<file path="config.mk">
export PLATFORM = sky130hd
export DESIGN_NAME = coin_frame_decoder
export DESIGN_NICKNAME = d
export VERILOG_FILES = /design/src/rtl/coin_pkg.sv /design/src/rtl/bit_sync.sv /design/src/rtl/coin_frame_decoder.sv
export SDC_FILE = /design/constraint.sdc
export NUM_CORES = 1
export LEC_CHECK = 0
export CAP_MARGIN = 10
export CORE_AREA = 2 2 59 72
export DETAILED_ROUTE_END_ITERATION = 10
export DIE_AREA = 0 0 61 74
export PLACE_DENSITY = 0.62
export SYNTH_ARGS = -nofsm -noshare
export SYNTH_HDL_FRONTEND = slang
export SYNTH_SLANG_ARGS = --single-unit
</file>
<file path="constraint.sdc">
create_clock -name clk -period 5.4 [get_ports clk]
set_input_delay 0.54 -clock clk [delete_from_list [all_inputs] [get_ports clk]]
set_output_delay 0.54 -clock clk [all_outputs]
set_load 0.02 [all_outputs]
</file>
<file path="src/rtl/coin_pkg.sv">
// Shared definitions for the coin acceptor front end: coin codes, decoder
// FSM encoding and the even-parity check used on received frames.
package coin_pkg;

  localparam logic [1:0] COIN_PENNY   = 2'b00;
  localparam logic [1:0] COIN_NICKEL  = 2'b01;
  localparam logic [1:0] COIN_DIME    = 2'b10;
  localparam logic [1:0] COIN_QUARTER = 2'b11;

  typedef enum logic [2:0] {
    IDLE,
    START,
    DATA,
    PARITY,
    STOP,
    ERR_WAIT
  } dec_state_e;

  // Even parity across the two code bits and the parity bit.
  function automatic logic parity_ok(input logic [1:0] code, input logic par);
    return ~(code[0] ^ code[1] ^ par);
  endfunction

endpackage

</file>
<file path="src/rtl/bit_sync.sv">
// Two-flop synchroniser for an asynchronous level input. Both flops reset to
// RST_VAL so an idle-high line produces no spurious edge on reset release.
module bit_sync #(
  parameter logic RST_VAL = 1'b1
) (
  input  logic clk,
  input  logic reset,
  input  logic d,
  output logic q
);

  logic meta;

  always_ff @(posedge clk or negedge reset) begin
    if (!reset) begin
      meta <= RST_VAL;
      q    <= RST_VAL;
    end else begin
      meta <= d;
      q    <= meta;
    end
  end

endmodule

</file>
<file path="src/rtl/coin_frame_decoder.sv">
// Recovers start/code[1:0]/parity/stop frames from the coin-acceptor line and
// emits one-cycle coin or frame-error pulses plus a saturating coin tally.
module coin_frame_decoder
  import coin_pkg::*;
#(
  parameter int unsigned BIT_CYCLES = 4,
  parameter int unsigned COUNT_W    = 8
) (
  input  logic               clk,
  input  logic               reset,
  input  logic               serialIn,
  output logic               penny,
  output logic               nickel,
  output logic               dime,
  output logic               quarter,
  output logic               frame_error,
  output logic               busy,
  output logic [COUNT_W-1:0] coin_count
);

  localparam int unsigned CNT_W = (BIT_CYCLES > 2) ? $clog2(BIT_CYCLES) : 1;
  localparam logic [CNT_W-1:0] HALF_LAST = CNT_W'(BIT_CYCLES / 2 - 1);
  localparam logic [CNT_W-1:0] BIT_LAST  = CNT_W'(BIT_CYCLES - 1);

  logic             s;
  dec_state_e       state;
  logic [CNT_W-1:0] cnt;
  logic             bit_idx;
  logic [1:0]       code;
  logic             par;

  bit_sync #(
    .RST_VAL(1'b1)
  ) u_sync (
    .clk  (clk),
    .reset(reset),
    .d    (serialIn),
    .q    (s)
  );

  always_ff @(posedge clk or negedge reset) begin
    if (!reset) begin
      state       <= IDLE;
      cnt         <= '0;
      bit_idx     <= 1'b0;
      code        <= '0;
      par         <= 1'b0;
      penny       <= 1'b0;
      nickel      <= 1'b0;
      dime        <= 1'b0;
      quarter     <= 1'b0;
      frame_error <= 1'b0;
      coin_count  <= '0;
    end else begin
      penny       <= 1'b0;
      nickel      <= 1'b0;
      dime        <= 1'b0;
      quarter     <= 1'b0;
      frame_error <= 1'b0;

      case (state)
        IDLE: begin
          cnt <= '0;
          if (!s) state <= START;
        end

        // Re-check the start bit at mid-bit; a short low is a glitch.
        START: begin
          if (cnt == HALF_LAST) begin
            cnt     <= '0;
            bit_idx <= 1'b0;
            state   <= s ? IDLE : DATA;
          end else begin
            cnt <= cnt + 1'b1;
          end
        end

        DATA: begin
          if (cnt == BIT_LAST) begin
            cnt           <= '0;
            code[bit_idx] <= s;
            bit_idx       <= ~bit_idx;
            if (bit_idx) state <= PARITY;
          end else begin
            cnt <= cnt + 1'b1;
          end
        end

        PARITY: begin
          if (cnt == BIT_LAST) begin
            cnt   <= '0;
            par   <= s;
            state <= STOP;
          end else begin
            cnt <= cnt + 1'b1;
          end
        end

        STOP: begin
          if (cnt == BIT_LAST) begin
            cnt <= '0;
            if (s && parity_ok(code, par)) begin
              unique case (code)
                COIN_PENNY:   penny   <= 1'b1;
                COIN_NICKEL:  nickel  <= 1'b1;
                COIN_DIME:    dime    <= 1'b1;
                COIN_QUARTER: quarter <= 1'b1;
              endcase
              if (coin_count != {COUNT_W{1'b1}}) coin_count <= coin_count + 1'b1;
              state <= IDLE;
            end else begin
              frame_error <= 1'b1;
              state       <= ERR_WAIT;
            end
          end else begin
            cnt <= cnt + 1'b1;
          end
        end

        // Wait for a full bit time of idle line so we never re-frame mid-frame.
        ERR_WAIT: begin
          if (!s) begin
            cnt <= '0;
          end else if (cnt == BIT_LAST) begin
            cnt   <= '0;
            state <= IDLE;
          end else begin
            cnt <= cnt + 1'b1;
          end
        end

        default: state <= IDLE;
      endcase
    end
  end

  assign busy = (state != IDLE);

  a_pulse_exclusive: assert property (@(posedge clk) disable iff (!reset)
    $onehot0({penny, nickel, dime, quarter, frame_error}));

endmodule
</file>
After elaboration in Yosys (flattened, before gate mapping) --
Index checks and enable logic that the tools add are counted.
Storage, ports and cells: flip-flop bits (word level) 24, bits of input ports 3, output and inout bits 14, word-level logic and storage cells 93
Operators by class: $add $sub $neg 2, $lt $le $gt $ge 2, eq/ne operators 19, mux-type cells 40, bitwise logic cells 4, reduce and logical (&&, ||, !) cells 13
Operators by type and width (number):
- $mux W3 | 9
- $mux W1 | 22
- $pmux W3 S6 | 1
- $ne A2 B2 Y1 const B | 7
- $add A8 B1 Y8 const B | 1
- $mux W2 | 4
- $ne A8 B8 Y1 const B | 1
- $pmux W2 S4 | 1
- $reduce_and A8 Y1 | 1
- $eq A2 B2 Y1 const B | 3
- $eq A3 B2 Y1 const B | 2
- $eq A3 B3 Y1 const B | 2
- $eq A2 B1 Y1 const B | 2
- $reduce_and A2 Y1 | 2
- $reduce_and A4 Y1 | 1
- $reduce_bool A4 Y1 | 1
- $eq A3 B1 Y1 const B | 1
- $logic_not A3 Y1 | 1
- $reduce_and A3 Y1 | 1
- $reduce_bool A3 Y1 | 1
- $reduce_or A3 Y1 | 1
- $add A2 B1 Y2 const B | 1
- $bwmux W2 | 1
- $logic_and A1 B1 Y1 | 2
- other kinds (9) | 11

Longest topological paths before layout --
Gate-level depths: netlist of run 1.
word-level depth 7, mapped depth 6, gate-level depth less buffers 6

Modules after synthesis --
A second synthesis of run 1 with hierarchy kept.
Second synthesis, totals: cell total of the unflattened synthesis 120, area, all modules 1276.2 sq um
Modules (own cells, without submodules):
- coin_frame_decoder | times used 1, cells each 118, area each 1223.7 sq um, sequential area each 550.5 sq um
- bit_sync | times used 1, cells each 2, area each 52.6 sq um, sequential area each 52.6 sq um

Worst setup path before layout of run 1 --
No wires, ideal clock.
kind flip-flop to flip-flop, from register code[0], to register coin_count[1], setup time 0.125 ns, arrival 1.708 ns, required time 5.275 ns, path slack 3.567 ns, cell stages (with the launch flop) 7, path buffers 0, period minus slack after synthesis 1.833 ns, path through dfrtp_1 inv_1 ha_1 xor2_2 nor3_4 and2b_4 mux2_4
Between the ends: word-level cells in the longest chain between the ends 5
Ends and longest elaborated chain:
- from (decl) | line coin_frame_decoder.sv:29 | logic [1:0] code;
- from (signal, indexed assignment) | line coin_frame_decoder.sv:81 | code[bit_idx] <= s;
- $xor A1 B1 Y1 (2 in series) | line coin_pkg.sv:21 | return ~(code[0] ^ code[1] ^ par);
- $not A1 Y1 | line coin_pkg.sv:21
- $logic_and A1 B1 Y1 | line coin_frame_decoder.sv:102 | if (s && parity_ok(code, par)) begin
- $reduce_and A4 Y1 (no line)
- to (signal assigned) | line coin_frame_decoder.sv:109 | if (coin_count != {COUNT_W{1'b1}}) coin_count <= coin_count + 1'b1;
- to (decl) | line coin_frame_decoder.sv:18 | output logic [COUNT_W-1:0] coin_count
Every way passes these cells. A chain may end at the register's enable or synchronous reset.

Worst setup path in the final report of run 1 --
from register state[0], to output busy
Between the ends: word-level cells in the longest chain between the ends 1
Ends and longest elaborated chain:
- from (decl) | line coin_frame_decoder.sv:26 | dec_state_e state;
- from (signal assigned) | line coin_frame_decoder.sv:72 | state <= s ? IDLE : DATA;
- $reduce_bool A3 Y1 | line coin_frame_decoder.sv:137 | assign busy = (state != IDLE);
- to (decl) | line coin_frame_decoder.sv:17 | output logic busy,
Every way passes these cells.

==> impl_metrics.yaml, run 1 <==
clock_tree:
  clk_latency_ns: 0.26
  ctsResizeCount: 0
  cts_sinks: 24
  clockRootBuffer: "clkbuf_8"
  numCtsBuffers: 3
  cts_tree: "done"
  postCtsSetupBuffers: 0
  cts_buffer_depth: 2
  cts_max_level: 1
  hold_buffers: 0
  clkTransAtPathRegs_ns: 0.08
worst_setup_path:
  r2r-end: "coin_count[1]$_DFFE_PN0P_"
  cp_top_family: "flip-flops"
  reg2reg_slack_ns: 3.42
  r2r-start: "code[0]$_DFFE_PN0P_"
  worst-setup-path-type: "reg2out"
  slowest_delay_ns: 0.56
  rr_worst_depth: 6
  start_kind: "flip-flop"
  required_ns: 4.86
  crit_fanout: 18
  cp-end-kind: "output port"
  cp.arrival_ns: 1.78
  cp_num_buf_inv: 1
  slowest_stage: "dfrtp_1"
  worstPathCellList: "or3_1, clkdlybuf4s50_1"
timing:
  worstMarginPinSlew_ns: 0.5145
  relSlewSlack_pct: 65.70
  holdWs_ns: 0.3627
  final.setup.worst_slack_ns: 3.080
  period_share_pct: 42.95
  maxSlewViolCount: 0
  finalSetupTns_ns: 0
  fin_crit_ns: 2.320
  setup_violations: 0
  rsz0062_at_grt: "false"
  fmax_mhz: 431.1
  finalHoldViolCount: 0
  skew_ns: 0.001331
drt:
  wirelength_um: 2389
  routedWlPerCell_um: 12.38
  drt_iter0_markers: 31
  vias: 939
  drc_errors: 0
  antenna_left: 0
  viasPerCell: 4.865
  dr.pass1.iters: 4
power_and_ir_drop:
  p_int_uw: 348.9
  clkPwrFrac_pct: 22.4
  p_leak_uw: 0.0006866
  switching_power_uw: 192.3
  sequentialPowerShare_pct: 46.2
  combPwrFrac_pct: 31.4
  max-vdd-ir-drop_mv: 0.1957
  power.density_mw_per_mm2: 339.5
  netSwitchingFraction_pct: 35.53
cells_and_area:
  final_common_cell: "dfrtp_1"
  diodes: 0
  layout_common_cells: "dfrtp_1, clkdlybuf4s50_1, nor2_1, o21ai_0, ha_1"
  finish.utilization_pct: 41.43
  postLayoutCellArea_mm2: 0.001594
  syn_to_final_growth_pct: 21.33
  nets: 151
  drive_gt1_share_pct: 10.79
global_route:
  antenna_found_initial: 0
  grt_start_max_net_pins: 25
  grt_usage_pct: 11.84
  grt_overflow_total: 0
  grt_pass1_wl_um: 4153
  grt_pass1_vias: 915
synthesis:
  yosysSeqAreaShare_pct: 45.90
  synth_fp_nets: 134
  netlist_area_mm2: 0.001314
  postSynthCellCount: 123
  synth-edff-count: 0
  async_reset_ff_share_pct: 100.0
  synth-main-ff-cell: "dfrtp_1"
  syn_avg_cell_area_um2: 10.68
  ys_seq_elements: 24
  yosysWarnings: 0
  synthDistinctLibCells: 42
hold_path:
  whs_path_depth: 0
  min_to: "u_sync.q$_DFF_PN1_"
  min_path_type: "reg2reg"
  hold_start: "u_sync.meta$_DFF_PN1_"
floorplanning:
  num_rows: 25
  pin_count: 17
  die_y_um: 74
  die_width_um: 61
  start_util_pct: 34.15
  core_mm2: 0.003847
  die-area_mm2: 0.004514
place:
  post_dp_cell_area_mm2: 0.001511
  dpl_worst_slack_ns: 3.404
  portBuffers: 16
  gp_congestion: 0.8249
  hpwl_um: 1729
run_status:
  status: "finished, final reports clean"
flow_run:
  cap_violations: 0
cells by family after synthesis:
kind of cell	count (synthesis)	synth area share, %
AOI/OAI and AO/OA	25	11.52
xor gates and xnor gates	6	4.572
adders and majority gates	8	7.619
buffers and inverters	12	4.285
DFF	24	45.90
muxes	3	2.666
and+or+nand+nor	45	23.43
cells in the mapped netlist (2+ instances only):
cell type,number,area [um2]
inv_1,7,26.28
nor3b_1,2,15.01
nand4_1,4,25.02
nor3_1,3,15.01
nor4b_1,2,17.52
dfrtp_1,22,550.5
nand3_1,5,25.02
o21ai_1,2,10.01
nor2b_1,2,12.51
buf_2,3,15.01
xor2_1,4,35.03
mux2i_1,2,20.02
and2_1,4,25.02
dfstp_2,2,52.55
nand2_1,5,18.77
o21ai_0,8,40.04
ha_1,8,100.1
a21oi_1,7,35.03
nor2_1,8,30.03
stage by stage:
step / std cells / power, uW
detailed placement: 188 / 420.7
CTS: 192 / 544.1
finish: 193 / 541.2
floorplan: 123 / 386.2
global route: 193 / 585.1
global placement: 188 / 415.0
how the worst max path moves through the flow:
stage	start	endpoint	slack, ns	cells after the start
2_1_floorplan	code[0]$_DFFE_PN0P_	coin_count[1]$_DFFE_PN0P_	3.57	6
3_3_place_gp	state[0]$_DFFE_PN0P_	busy	3.40	2
3_5_place_dp	code[0]$_DFFE_PN0P_	coin_count[1]$_DFFE_PN0P_	3.40	6
4_1_cts	state[0]$_DFFE_PN0P_	busy	3.09	2
5_1_grt	state[0]$_DFFE_PN0P_	busy	3.01	2
6_report	state[0]$_DFFE_PN0P_	busy	3.08	2
routing by layer:
| metal | part of all wire [%] | track usage [%] | vias to the layer above | routed length (um) |
|---|---|---|---|---|
| li1 | - | - | 471 | - |
| met1 | 47 | 15.92 | 452 | 1131 |
| met2 | 50 | 19.59 | 16 | 1191 |
| met3 | 2.8 | 2.087 | 0 | 66 |
| met4 | 0 | 3.140 | 0 | 0 |
| met5 | 0 | 0 | - | 0 |
power groups by stage:
stage	sequential [uW]	clock [uW]	combinational, uW
after floorplan	227	0	159
after global placement	251	0	164
after detailed placement	252	0	169
after CTS	249	126	170
after global routing	255	135	195
final	250	121	170
registers in the layout, summed over array words and instances (netlist names):
name	cells
bit_idx	1
cnt	2
code	2
coin_count	8
dime	1
frame_error	1
nickel	1
par	1
penny	1
quarter	1
state	3
u_sync.meta	1
u_sync.q	1
layout make-up:
type                       instances  area (um2)
tap                               54       67.56
multi-input combinational         87       654.4
inverter                           7       26.28
sequential                        24       603.1
timing repair buffer              17       187.7
clock buffer                       4       55.05
fill                             384        2253
Note: power is estimated with default switching activity, not from simulation.
==> run 2: changes to the inputs <==
==> constraint.sdc (replaced) <==
create_clock -name clk -period 2.4 [get_ports clk]
set_input_delay 0.24 -clock clk [delete_from_list [all_inputs] [get_ports clk]]
set_output_delay 0.24 -clock clk [all_outputs]
set_load 0.02 [all_outputs]
==> impl_metrics.yaml, run 2 (synthesis results as in run 1) <==
run_status:
  status: "finished, final reports clean"
cells_and_area:
  nets: 152
  postLayoutCellArea_mm2: 0.001598
  drive_gt1_share_pct: 11.43
  multi_input_area_um2: 654.4
  diodes: 0
  regArea_um2: 603.1
  syn_to_final_growth_pct: 21.62
  layout_common_cells: "dfrtp_1, clkdlybuf4s50_1, nor2_1, o21ai_0, ha_1"
  largest_reg_flops: 8
  top_register: "coin_count"
  fillers: 390
  final_common_cell: "dfrtp_1"
  largest_registers: "coin_count (8), state (3)"
global_route:
  grt_pass1_vias: 978
  grt_usage_pct: 12.70
  antenna_found_initial: 0
  grt_overflow_total: 0
  grt_pass1_wl_um: 4395
  grt_start_max_net_pins: 25
floorplanning:
  die_width_um: 61
  core_mm2: 0.003847
  pin_count: 17
  start_util_pct: 34.15
  num_rows: 25
  die_y_um: 74
  die-area_mm2: 0.004514
worst_setup_path:
  worst-setup-path-type: "reg2out"
  reg2reg_slack_ns: 0.58
  crit_fanout: 18
  rr_worst_depth: 6
  r2r-end: "coin_count[6]$_DFFE_PN0P_"
  start_kind: "flip-flop"
  cp-end-kind: "output port"
  required_ns: 2.16
  r2r-start: "code[0]$_DFFE_PN0P_"
  cp.arrival_ns: 1.80
timing:
  period_share_pct: 84.87
  finalHoldViolCount: 0
  rsz0062_at_grt: "false"
  relSlewSlack_pct: 65.11
  finalSetupTns_ns: 0
  fmax_mhz: 491.0
  maxSlewViolCount: 0
  worstMarginPinSlew_ns: 0.5233
  setup_violations: 0
  skew_ns: 0.003504
  fin_crit_ns: 2.037
clock_tree:
  cts_max_level: 1
  cts_sinks: 24
  cts_tree: "done"
  postCtsSetupBuffers: 0
  cts_buffer_depth: 2
  clk_latency_ns: 0.26
  clkTransAtPathRegs_ns: 0.09
  clockRootBuffer: "clkbuf_8"
  numCtsBuffers: 3
  ctsResizeCount: 0
  hold_buffers: 0
drt:
  viasPerCell: 4.979
  wirelength_um: 2479
  antenna_left: 0
  drc_errors: 0
  routedWlPerCell_um: 12.78
  vias: 966
  drt_iter0_markers: 40
  dr.pass1.iters: 4
place:
  gp_congestion: 0.7618
  hpwl_um: 1792
  post_dp_cell_area_mm2: 0.001526
  portBuffers: 16
flow_run:
  cap_violations: 0
hold_path:
  min_path_type: "in2async"
power_and_ir_drop:
  p_leak_uw: 0.0006911
  max-vdd-ir-drop_mv: 0.5161
  power.density_mw_per_mm2: 812.4
## run 2: layout make-up
cell class / instances / area share (%)
inverters: 7 / 1.644
well taps: 54 / 4.229
clock inverters: 1 / 1.879
flip-flops and latches: 24 / 37.74
multi-input cells: 87 / 40.96
clock buffers: 3 / 2.584
repair buffers: 18 / 10.96
## run 2: report_power, final
part / total, uW / switching [uW] / internal [uW] / leakage (uW)
sequential: 567 / 109 / 457 / 0.000323
combinational: 377 / 199 / 178 / 0.000332
clock: 354 / 132 / 223 / 0.0000357
## run 2: metal layers
layer | part of all wire [%] | up-vias | track usage, %
met4 | 0.56 | 0 | 3.865
met2 | 51 | 22 | 21.51
met3 | 3.5 | 2 | 2.261
met1 | 45 | 470 | 16.41
li1 | - | 472 | -
met5 | 0 | - | 0
## run 2: critical path: stages, from the launching register on
cell             delay (ns)
dfrtp_1                0.57
or3_1                  0.42
clkdlybuf4s50_1        0.54
## run 2: stage by stage
| step | utilization, % | total power, uW | setup slack, ns | std cells | hold WS (ns) |
|---|---|---|---|---|---|
| 3_3_place_gp | 39.67 | 932.0 | 0.6424 | 190 | 0.3467 |
| 4_1_cts | 41.53 | 1312 | 0.3551 | 194 | 0.3408 |
| 2_1_floorplan | - | 868.9 | 0.5673 | 123 | -0.05559 |
| 6_report | 41.53 | 1298 | 0.3632 | 194 | 0.3304 |
| 5_1_grt | 41.53 | 1394 | 0.2557 | 194 | 0.3654 |
| 3_5_place_dp | 39.67 | 954.6 | 0.5986 | 190 | 0.3473 |
## run 2: how the worst max path moves through the flow
| stage | start | end | slack [ns] | cells past startpoint |
|---|---|---|---|---|
| 2_1_floorplan | code[0]$_DFFE_PN0P_ | coin_count[1]$_DFFE_PN0P_ | 0.57 | 6 |
| 3_3_place_gp | code[0]$_DFFE_PN0P_ | coin_count[1]$_DFFE_PN0P_ | 0.64 | 6 |
| 3_5_place_dp | code[0]$_DFFE_PN0P_ | coin_count[6]$_DFFE_PN0P_ | 0.60 | 6 |
| 4_1_cts | state[0]$_DFFE_PN0P_ | busy | 0.36 | 2 |
| 5_1_grt | state[0]$_DFFE_PN0P_ | busy | 0.26 | 2 |
| 6_report | state[0]$_DFFE_PN0P_ | busy | 0.36 | 2 |
==> run 3: changes to the inputs <==
==> constraint.sdc (replaced) <==
create_clock -name clk -period 1.9 [get_ports clk]
set_input_delay 0.19 -clock clk [delete_from_list [all_inputs] [get_ports clk]]
set_output_delay 0.19 -clock clk [all_outputs]
set_load 0.02 [all_outputs]
==> impl_metrics.yaml, run 3 (synthesis results as in run 1) <==
floorplanning:
  die-area_mm2: 0.004514
  start_util_pct: 34.15
  core_mm2: 0.003847
  die_y_um: 74
  pin_count: 17
  die_width_um: 61
  num_rows: 25
worst_setup_path:
  crit_fanout: 8
  worst-setup-path-type: "reg2out"
  rr_worst_depth: 6
  start_kind: "flip-flop"
  cp.arrival_ns: 1.64
  required_ns: 1.71
  r2r-start: "code[0]$_DFFE_PN0P_"
  reg2reg_slack_ns: 0.13
  cp-end-kind: "output port"
  r2r-end: "coin_count[1]$_DFFE_PN0P_"
cells_and_area:
  nets: 155
  finish.utilization_pct: 42.28
  syn_to_final_growth_pct: 23.81
  layout_common_cells: "dfrtp_1, clkdlybuf4s50_1, nor2_1, o21ai_0"
  largest_registers: "coin_count (8), state (3)"
  final_common_cell: "dfrtp_1"
  largest_reg_flops: 8
  fillers: 400
  regArea_um2: 603.1
  multi_input_area_um2: 656.9
  fin_cells: 197
  drive_gt1_share_pct: 13.99
  diodes: 0
  top_register: "coin_count"
clock_tree:
  clkTransAtPathRegs_ns: 0.09
  cts_tree: "done"
  numCtsBuffers: 3
  cts_sinks: 24
  postCtsSetupBuffers: 0
  cts_max_level: 1
  clk_latency_ns: 0.26
  clockRootBuffer: "clkbuf_8"
  cts_buffer_depth: 2
timing:
  finalSetupTns_ns: 0
  fmax_mhz: 545.3
  finalHoldViolCount: 0
  fin_crit_ns: 1.834
  final.setup.worst_slack_ns: 0.06600
  relSlewSlack_pct: 78.12
  maxSlewViolCount: 0
  worstMarginPinSlew_ns: 0.3274
  setup_violations: 0
  rsz0062_at_grt: "false"
  period_share_pct: 96.53
  skew_ns: 0.003724
flow_run:
  cap_violations: 0
global_route:
  grt_start_max_net_pins: 25
  grt_pass1_wl_um: 4188
  grt_usage_pct: 12.15
  antenna_found_initial: 0
  grt_overflow_total: 0
  grt_pass1_vias: 923
place:
  placed_cells: 193
  dpl_worst_slack_ns: 0.1033
  portBuffers: 16
  hpwl_um: 1769
  gp_congestion: 0.7958
drt:
  viasPerCell: 4.919
  routedWlPerCell_um: 12.09
  antenna_left: 0
  drc_errors: 0
  drt_iter0_markers: 33
  wirelength_um: 2381
  vias: 969
  dr.pass1.iters: 4
power_and_ir_drop:
  clkPwrFrac_pct: 26.5
  p_leak_uw: 0.0007065
  max-vdd-ir-drop_mv: 0.6078
  sequentialPowerShare_pct: 39.1
  netSwitchingFraction_pct: 33.44
  switching_power_uw: 560.7
  p_int_uw: 1116
  power.density_mw_per_mm2: 1031
  combPwrFrac_pct: 34.4
run_status:
  status: "finished, final reports clean"
hold_path:
  min_path_type: "in2async"
==> run 3: cell types whose count changed in the layout (fill, tap and decap cells not counted) <==
| cell | delta |
|---|---|
| ha_1 | -1 |
| ha_2 | +1 |
| buf_4 | +2 |
| buf_6 | +1 |
==> run 3: worst max-delay path, cell delays in order, from the launching register on <==
cell and delay (ns):
dfrtp_1 0.46, or3_1 0.38, clkdlybuf4s50_1 0.54
==> run 3: layout make-up <==
cell class	instances	area share, %
tap	54	4.154
multi-input combinational	87	40.38
clock inverter	1	1.846
timing repair buffer	21	12.38
inverter	7	1.615
clock buffer	3	2.538
sequential	24	37.08
==> run 3: power by group through the flow <==
stage          Sequential, uW  Clock [uW]  Combinational (uW)
4_1_cts                   656         459                 582
2_1_floorplan             645           0                 452
6_report                  656         445                 576
3_5_place_dp              667           0                 579
3_3_place_gp              660           0                 557
5_1_grt                   667         476                 653
==> run 3: how the worst max path moves through the flow <==
stage	end	cells past startpoint	slack, ns	start
after floorplan	coin_count[1]$_DFFE_PN0P_	6	0.07	code[0]$_DFFE_PN0P_
after global placement	coin_count[1]$_DFFE_PN0P_	6	0.14	code[0]$_DFFE_PN0P_
after detailed placement	coin_count[1]$_DFFE_PN0P_	6	0.10	code[0]$_DFFE_PN0P_
after CTS	busy	2	0.06	state[0]$_DFFE_PN0P_
after global routing	coin_count[1]$_DFFE_PN0P_	6	0.008	code[1]$_DFFE_PN0P_
final	busy	2	0.07	state[0]$_DFFE_PN0P_
==> run 3: through the flow <==
step | area, um2 | power [uW] | hold slack, ns
floorplan | 1314 | 1098 | -0.1056
global placement | 1549 | 1217 | 0.3465
detailed placement | 1549 | 1245 | 0.3469
CTS | 1620 | 1697 | 0.2788
global route | 1627 | 1796 | 0.3142
finish | 1627 | 1677 | 0.2713
==> run 3: metal layers <==
metal | GRT usage (%) | vias to the layer above | routed length (um)
met1 | 15.54 | 477 | 1118
met4 | 5.556 | 0 | 20
li1 | - | 476 | -
met3 | 1.739 | 2 | 63
met5 | 0 | - | 0
met2 | 20.07 | 14 | 1179
==> run 3: what timing repair did <==
item,CTS,global route
hold buffers,0,0
gates resized for setup,0,2
setup endpoints to repair,0,4
